[config.mk]
export PLATFORM = sky130hd
export DESIGN_NAME = pll_lock_sequencer
export DESIGN_NICKNAME = d
export VERILOG_FILES = /design/src/rtl/pll_lock_sequencer_pkg.sv /design/src/rtl/lock_synchroniser.sv /design/src/rtl/pll_lock_sequencer.sv
export SDC_FILE = /design/constraint.sdc
export NUM_CORES = 1
export LEC_CHECK = 0
export ABC_AREA = 1
export CAP_MARGIN = 20
export CORE_MARGIN = 4
export CORE_UTILIZATION = 55
export DETAILED_ROUTE_END_ITERATION = 12
export PLACE_DENSITY = 0.75
export REMOVE_ABC_BUFFERS = 1
export SETUP_SLACK_MARGIN = 0.15
export SYNTH_ARGS = -nofsm -noshare
export SYNTH_HDL_FRONTEND = slang
export SYNTH_SLANG_ARGS = --single-unit
[constraint.sdc]
create_clock -name clk -period 3.7 [get_ports clk]
set_input_delay 0.74 -clock clk [delete_from_list [all_inputs] [get_ports clk]]
set_output_delay 0.74 -clock clk [all_outputs]
set_load 0.005 [all_outputs]
[src/rtl/pll_lock_sequencer_pkg.sv]
// rtl/pll_lock_sequencer_pkg.sv - state codes and helpers shared by the PLL lock sequencer and its bench
package pll_lock_sequencer_pkg;

  localparam int SEQ_STATE_W = 3;

  typedef enum logic [SEQ_STATE_W-1:0] {
    WAIT_LOCK = 3'd0,
    QUALIFY   = 3'd1,
    RELEASE   = 3'd2,
    RUN       = 3'd3,
    LOST      = 3'd4
  } seq_state_e;

  function automatic int max_int(input int a, input int b);
    return (a > b) ? a : b;
  endfunction

endpackage

[src/rtl/lock_synchroniser.sv]
// rtl/lock_synchroniser.sv - multi-flop synchroniser for a single asynchronous status flag
module lock_synchroniser #(
  parameter int STAGES = 2
) (
  input  logic clk,
  input  logic rst_n,
  input  logic async_in,
  output logic sync_out
);

  logic [STAGES-1:0] chain;

  always_ff @(posedge clk or negedge rst_n) begin
    if (!rst_n) begin
      chain <= '0;
    end else begin
      chain <= {chain[STAGES-2:0], async_in};
    end
  end

  assign sync_out = chain[STAGES-1];

endmodule

[src/rtl/pll_lock_sequencer.sv]
// rtl/pll_lock_sequencer.sv - qualifies PLL lock, sequences system reset release, tracks loss-of-lock events
module pll_lock_sequencer
  import pll_lock_sequencer_pkg::*;
#(
  parameter int SYNC_STAGES      = 2,
  parameter int LOCK_QUAL_CYCLES = 1024,
  parameter int RST_HOLD_CYCLES  = 16,
  parameter int GLITCH_FILT      = 4,
  parameter int LOSS_CNT_W       = 8
) (
  input  logic                   clk,
  input  logic                   reset_n,
  input  logic                   pll_lock,
  input  logic                   clear_loss_cnt,
  output logic                   sys_rst_n,
  output logic                   ready,
  output logic [SEQ_STATE_W-1:0] seq_state,
  output logic                   lock_lost,
  output logic [LOSS_CNT_W-1:0]  loss_count
);

  localparam int CNT_W  = $clog2(max_int(LOCK_QUAL_CYCLES, RST_HOLD_CYCLES) + 1);
  localparam int FILT_W = $clog2(GLITCH_FILT + 1);

  localparam logic [CNT_W-1:0]      QUAL_LAST = CNT_W'(LOCK_QUAL_CYCLES - 1);
  localparam logic [CNT_W-1:0]      HOLD_LAST = CNT_W'(RST_HOLD_CYCLES - 1);
  localparam logic [CNT_W-1:0]      CNT_ONE   = CNT_W'(1);
  localparam logic [FILT_W-1:0]     FILT_LAST = FILT_W'(GLITCH_FILT - 1);
  localparam logic [FILT_W-1:0]     FILT_ONE  = FILT_W'(1);
  localparam logic [LOSS_CNT_W-1:0] LOSS_ONE  = LOSS_CNT_W'(1);
  localparam logic [LOSS_CNT_W-1:0] LOSS_MAX  = '1;

  logic                  lock_s;
  seq_state_e            state_q, state_nxt;
  logic [CNT_W-1:0]      cnt_q, cnt_nxt;
  logic [FILT_W-1:0]     filt_q, filt_nxt;
  logic [LOSS_CNT_W-1:0] loss_nxt;
  logic                  loss_event;

  lock_synchroniser #(
    .STAGES (SYNC_STAGES)
  ) u_lock_sync (
    .clk      (clk),
    .rst_n    (reset_n),
    .async_in (pll_lock),
    .sync_out (lock_s)
  );

  always_ff @(posedge clk or negedge reset_n) begin
    if (!reset_n) begin
      state_q    <= WAIT_LOCK;
      cnt_q      <= '0;
      filt_q     <= '0;
      sys_rst_n  <= 1'b0;
      ready      <= 1'b0;
      lock_lost  <= 1'b0;
      loss_count <= '0;
    end else begin
      state_q    <= state_nxt;
      cnt_q      <= cnt_nxt;
      filt_q     <= filt_nxt;
      sys_rst_n  <= (state_nxt == RELEASE) || (state_nxt == RUN);
      ready      <= (state_nxt == RUN);
      lock_lost  <= loss_event;
      loss_count <= loss_nxt;
    end
  end

  // One counter is reused for qualification, reset hold and LOST dwell; it restarts on every state change.
  always_comb begin
    state_nxt  = state_q;
    cnt_nxt    = cnt_q;
    filt_nxt   = '0;
    loss_event = 1'b0;
    case (state_q)
      WAIT_LOCK: begin
        cnt_nxt = '0;
        if (lock_s) begin
          state_nxt = QUALIFY;
        end
      end
      QUALIFY: begin
        if (!lock_s) begin
          state_nxt = WAIT_LOCK;
          cnt_nxt   = '0;
        end else if (cnt_q == QUAL_LAST) begin
          state_nxt = RELEASE;
          cnt_nxt   = '0;
        end else begin
          cnt_nxt = cnt_q + CNT_ONE;
        end
      end
      RELEASE, RUN: begin
        if (!lock_s && (filt_q == FILT_LAST)) begin
          state_nxt  = LOST;
          cnt_nxt    = '0;
          loss_event = 1'b1;
        end else begin
          filt_nxt = lock_s ? '0 : (filt_q + FILT_ONE);
          if (state_q == RELEASE) begin
            if (cnt_q == HOLD_LAST) begin
              state_nxt = RUN;
              cnt_nxt   = '0;
            end else begin
              cnt_nxt = cnt_q + CNT_ONE;
            end
          end
        end
      end
      LOST: begin
        if (cnt_q == HOLD_LAST) begin
          state_nxt = WAIT_LOCK;
          cnt_nxt   = '0;
        end else begin
          cnt_nxt = cnt_q + CNT_ONE;
        end
      end
      default: begin
        state_nxt = WAIT_LOCK;
        cnt_nxt   = '0;
      end
    endcase
  end

  // A clear coinciding with a loss keeps that loss, so the count restarts at one.
  always_comb begin
    loss_nxt = loss_count;
    if (clear_loss_cnt) begin
      loss_nxt = loss_event ? LOSS_ONE : '0;
    end else if (loss_event && (loss_count != LOSS_MAX)) begin
      loss_nxt = loss_count + LOSS_ONE;
    end
  end

  assign seq_state = state_q;

endmodule

==> flow_metrics.tcl <==
set metrics [dict create \
    timing.slew.headroom 0.7557 \
    grt_setup_unrepaired "no" \
    postCtsSetupBuffers 0 \
    critPathRequiredTime_ns 2.96 \
    grt_start_max_net_pins 31 \
    critical-path-top-delay-family "buffers and inverters" \
    synth.lib_cells_used.distinct 29 \
    synthesis.instances 190 \
    clkSlewWorstSetupHoldPaths_ns 0.10 \
    numPlacedInstances 238 \
    worstMarginPinSlew_ns 0.3664 \
    cts_resized 0 \
    drive_gt1_frac 0.1209 \
    max_cap_violations 0 \
    worst_clock_skew_ns 0.01108 \
    syn_area_per_cell_um2 8.245 \
    n_fill_cell 220 \
    drt_iter0_markers 60 \
    cts_root_buffer "clkbuf_4" \
    power-per-cell-area_nw_per_um2 307.6 \
    die_height_um 61.37 \
    numPortBuffers 17 \
    netlist_top_cells_area "dfrtp_1 (48%), nand2_1 (12%), inv_1 (4.8%)" \
    hpwl_um 2392 \
    cp.arrival_ns 1.36 \
    cts_tree "done" \
    highest_clock_rate_ghz 0.4770 \
    power_leakage_nw 0.9235 \
    final.setup.tns_ns 0 \
    wl_per_cell_um 12.85 \
    fin_crit_sh 0.5666 \
    clk_path_buf_depth 2 \
    fin_cells 246 \
    via_per_inst 5.390 \
    crit_path_buf_inv_count 1 \
    ctsHtreeMaxLevel 2 \
    pin_count 18 \
    synthesis.yosys.warnings 0 \
    synth.yosys.seq_area_share 0.4792 \
    yosys_register_bits 30 \
    worstPathCellList "clkdlybuf4s50_1" \
    critical_path.endpoint_type "primary output" \
    vdd_drop_max_mv 0.3233 \
    area_overhead_of_the_layout_relative_to_synthesis_pct 17.41 \
    antenna_left 0 \
    layout.cells.most_common_list "nand2_1 (52), dfrtp_1 (30), inv_1 (20)" \
    floorplan.die_area_um2 3766 \
    global_route.overflow_total 0 \
    drt-pass1-iter-count 5 \
    clk_sink_count 30 \
    post_synth_design_cell_area_um2 1567 \
    setup_viol_count_final 0 \
    first_global_vias 1299 \
    start_util 0.5730 \
    timing.final.max_slew_violations 0 \
    diodes 0 \
    hold_class "register to register" \
    outcome "finished, final reports clean" \
    wirelength_um 3161 \
    vias 1326 \
    track_usage 0.2021 \
    synth.largest_area_cell "dfrtp_1" \
    insertion_delay_to_the_later_sink_of_the_worst_skew_pair_ns 0.33 \
    die_x_um 61.37 \
    most_common_cell_after_layout_fill_and_taps_aside "nand2_1" \
    worst_setup_path_start_kind "register" \
    timing.final.crit_period_ns 2.096 \
    numCtsBuffers 5 \
    global_route_wire_length_before_repair_um 5547 \
    cts_hold_buf 0 \
    grt_antenna_before_repair 0 \
    final_nets 222 \
    path_max_fanout 7 \
    finalHoldViolCount 0 \
    worst_path_max_delay_cell "clkdlybuf4s50_1" \
    crit_path_max_incr_delay_ns 0.55 \
    rows 19 \
    timing.setup.critical_path_class "register to primary output" \
    placeableCoreArea_um2 2734 \
    synth_top_area_share 0.4792 \
    drt_drc_violations_left 0 \
    gpl.final_weighted_congestion 0.9110 \
]
## synth_stat cells (all sizes together)
master  count
buf         1
nand3      17
inv        23
nor3        5
o21ai       8
clkinv      2
nand4       6
o21bai      3
nand3b      1
or2         1
a21o        1
ha          4
o31ai       2
nand2      55
a21oi       4
dfrtp      30
xor2        5
nor2       22
## cell families after synthesis
| kind of cell | count (synthesis) | synth area share |
|---|---|---|
| compound gates | 18 | 0.07907 |
| xor+xnor | 5 | 0.02795 |
| fa+ha+maj | 4 | 0.03195 |
| buf+inv | 26 | 0.06549 |
| flops | 30 | 0.4792 |
| simple gates | 107 | 0.3163 |
## state kept, by name (all words and copies together) (netlist names)
signal	cells
sys_rst_n	1
filt_q	3
loss_count	8
ready	1
seq_state	3
lock_lost	1
u_lock_sync.chain	2
cnt_q	11
## cell type report
cell class / instances / area [um^2] / area share
inverters: 25 / 95.09 / 0.05170
clock inverters: 2 / 12.51 / 0.006803
multi-input cells: 134 / 713.2 / 0.3878
repair buffers: 18 / 177.7 / 0.09660
clock buffers: 6 / 51.30 / 0.02789
flip-flops and latches: 30 / 750.7 / 0.4082
well taps: 31 / 38.79 / 0.02109
## path summary, 6_finish.rpt
path	from	end	slack, ns	cells past startpoint
setup / recovery	loss_count[5]$_DFFE_PN0P_	loss_count[5]	1.60	1
hold reg to reg	u_lock_sync.chain[0]$_DFF_PN0_	u_lock_sync.chain[1]$_DFF_PN0_	0.38	0
setup reg to reg	filt_q[0]$_DFF_PN0_	cnt_q[7]$_DFFE_PN0P_	2.00	8
max in group asynchronous	reset_n	cnt_q[1]$_DFFE_PN0P_	2.63	2
hold / removal	u_lock_sync.chain[0]$_DFF_PN0_	u_lock_sync.chain[1]$_DFF_PN0_	0.38	0
min in group asynchronous	reset_n	ready$_DFF_PN0_	0.79	2
## stage by stage
stage	utilization	hold WS (ns)	cell area, um^2	setup slack, ns	total power, mW
floorplan	-	0.3312	1559	2.188	0.3491
global placement	0.6494	0.3382	1775	1.873	0.3626
detailed placement	0.6494	0.3562	1775	1.774	0.3641
CTS	0.6728	0.3796	1839	1.584	0.5705
global route	0.6728	0.3896	1839	1.526	0.5967
finish	0.6728	0.3771	1839	1.604	0.5657
## power by group
| part | internal (mW) | leakage [nW] | switching (mW) | total, mW |
|---|---|---|---|---|
| Clock | 0.0912 | 0.0343 | 0.118 | 0.209 |
| Combinational | 0.00844 | 0.478 | 0.0153 | 0.0238 |
| Sequential | 0.330 | 0.411 | 0.00251 | 0.333 |
## per-layer routing
| metal | track usage | share of wire | vias up |
|---|---|---|---|
| met2 | 0.3505 | 0.49 | 29 |
| met3 | 0.06499 | 0.052 | 8 |
| li1 | - | - | 658 |
| met4 | 0.08182 | 0.018 | 0 |
| met5 | 0 | 0 | - |
| met1 | 0.2301 | 0.44 | 631 |
Power figures use the tool's default switching activity.
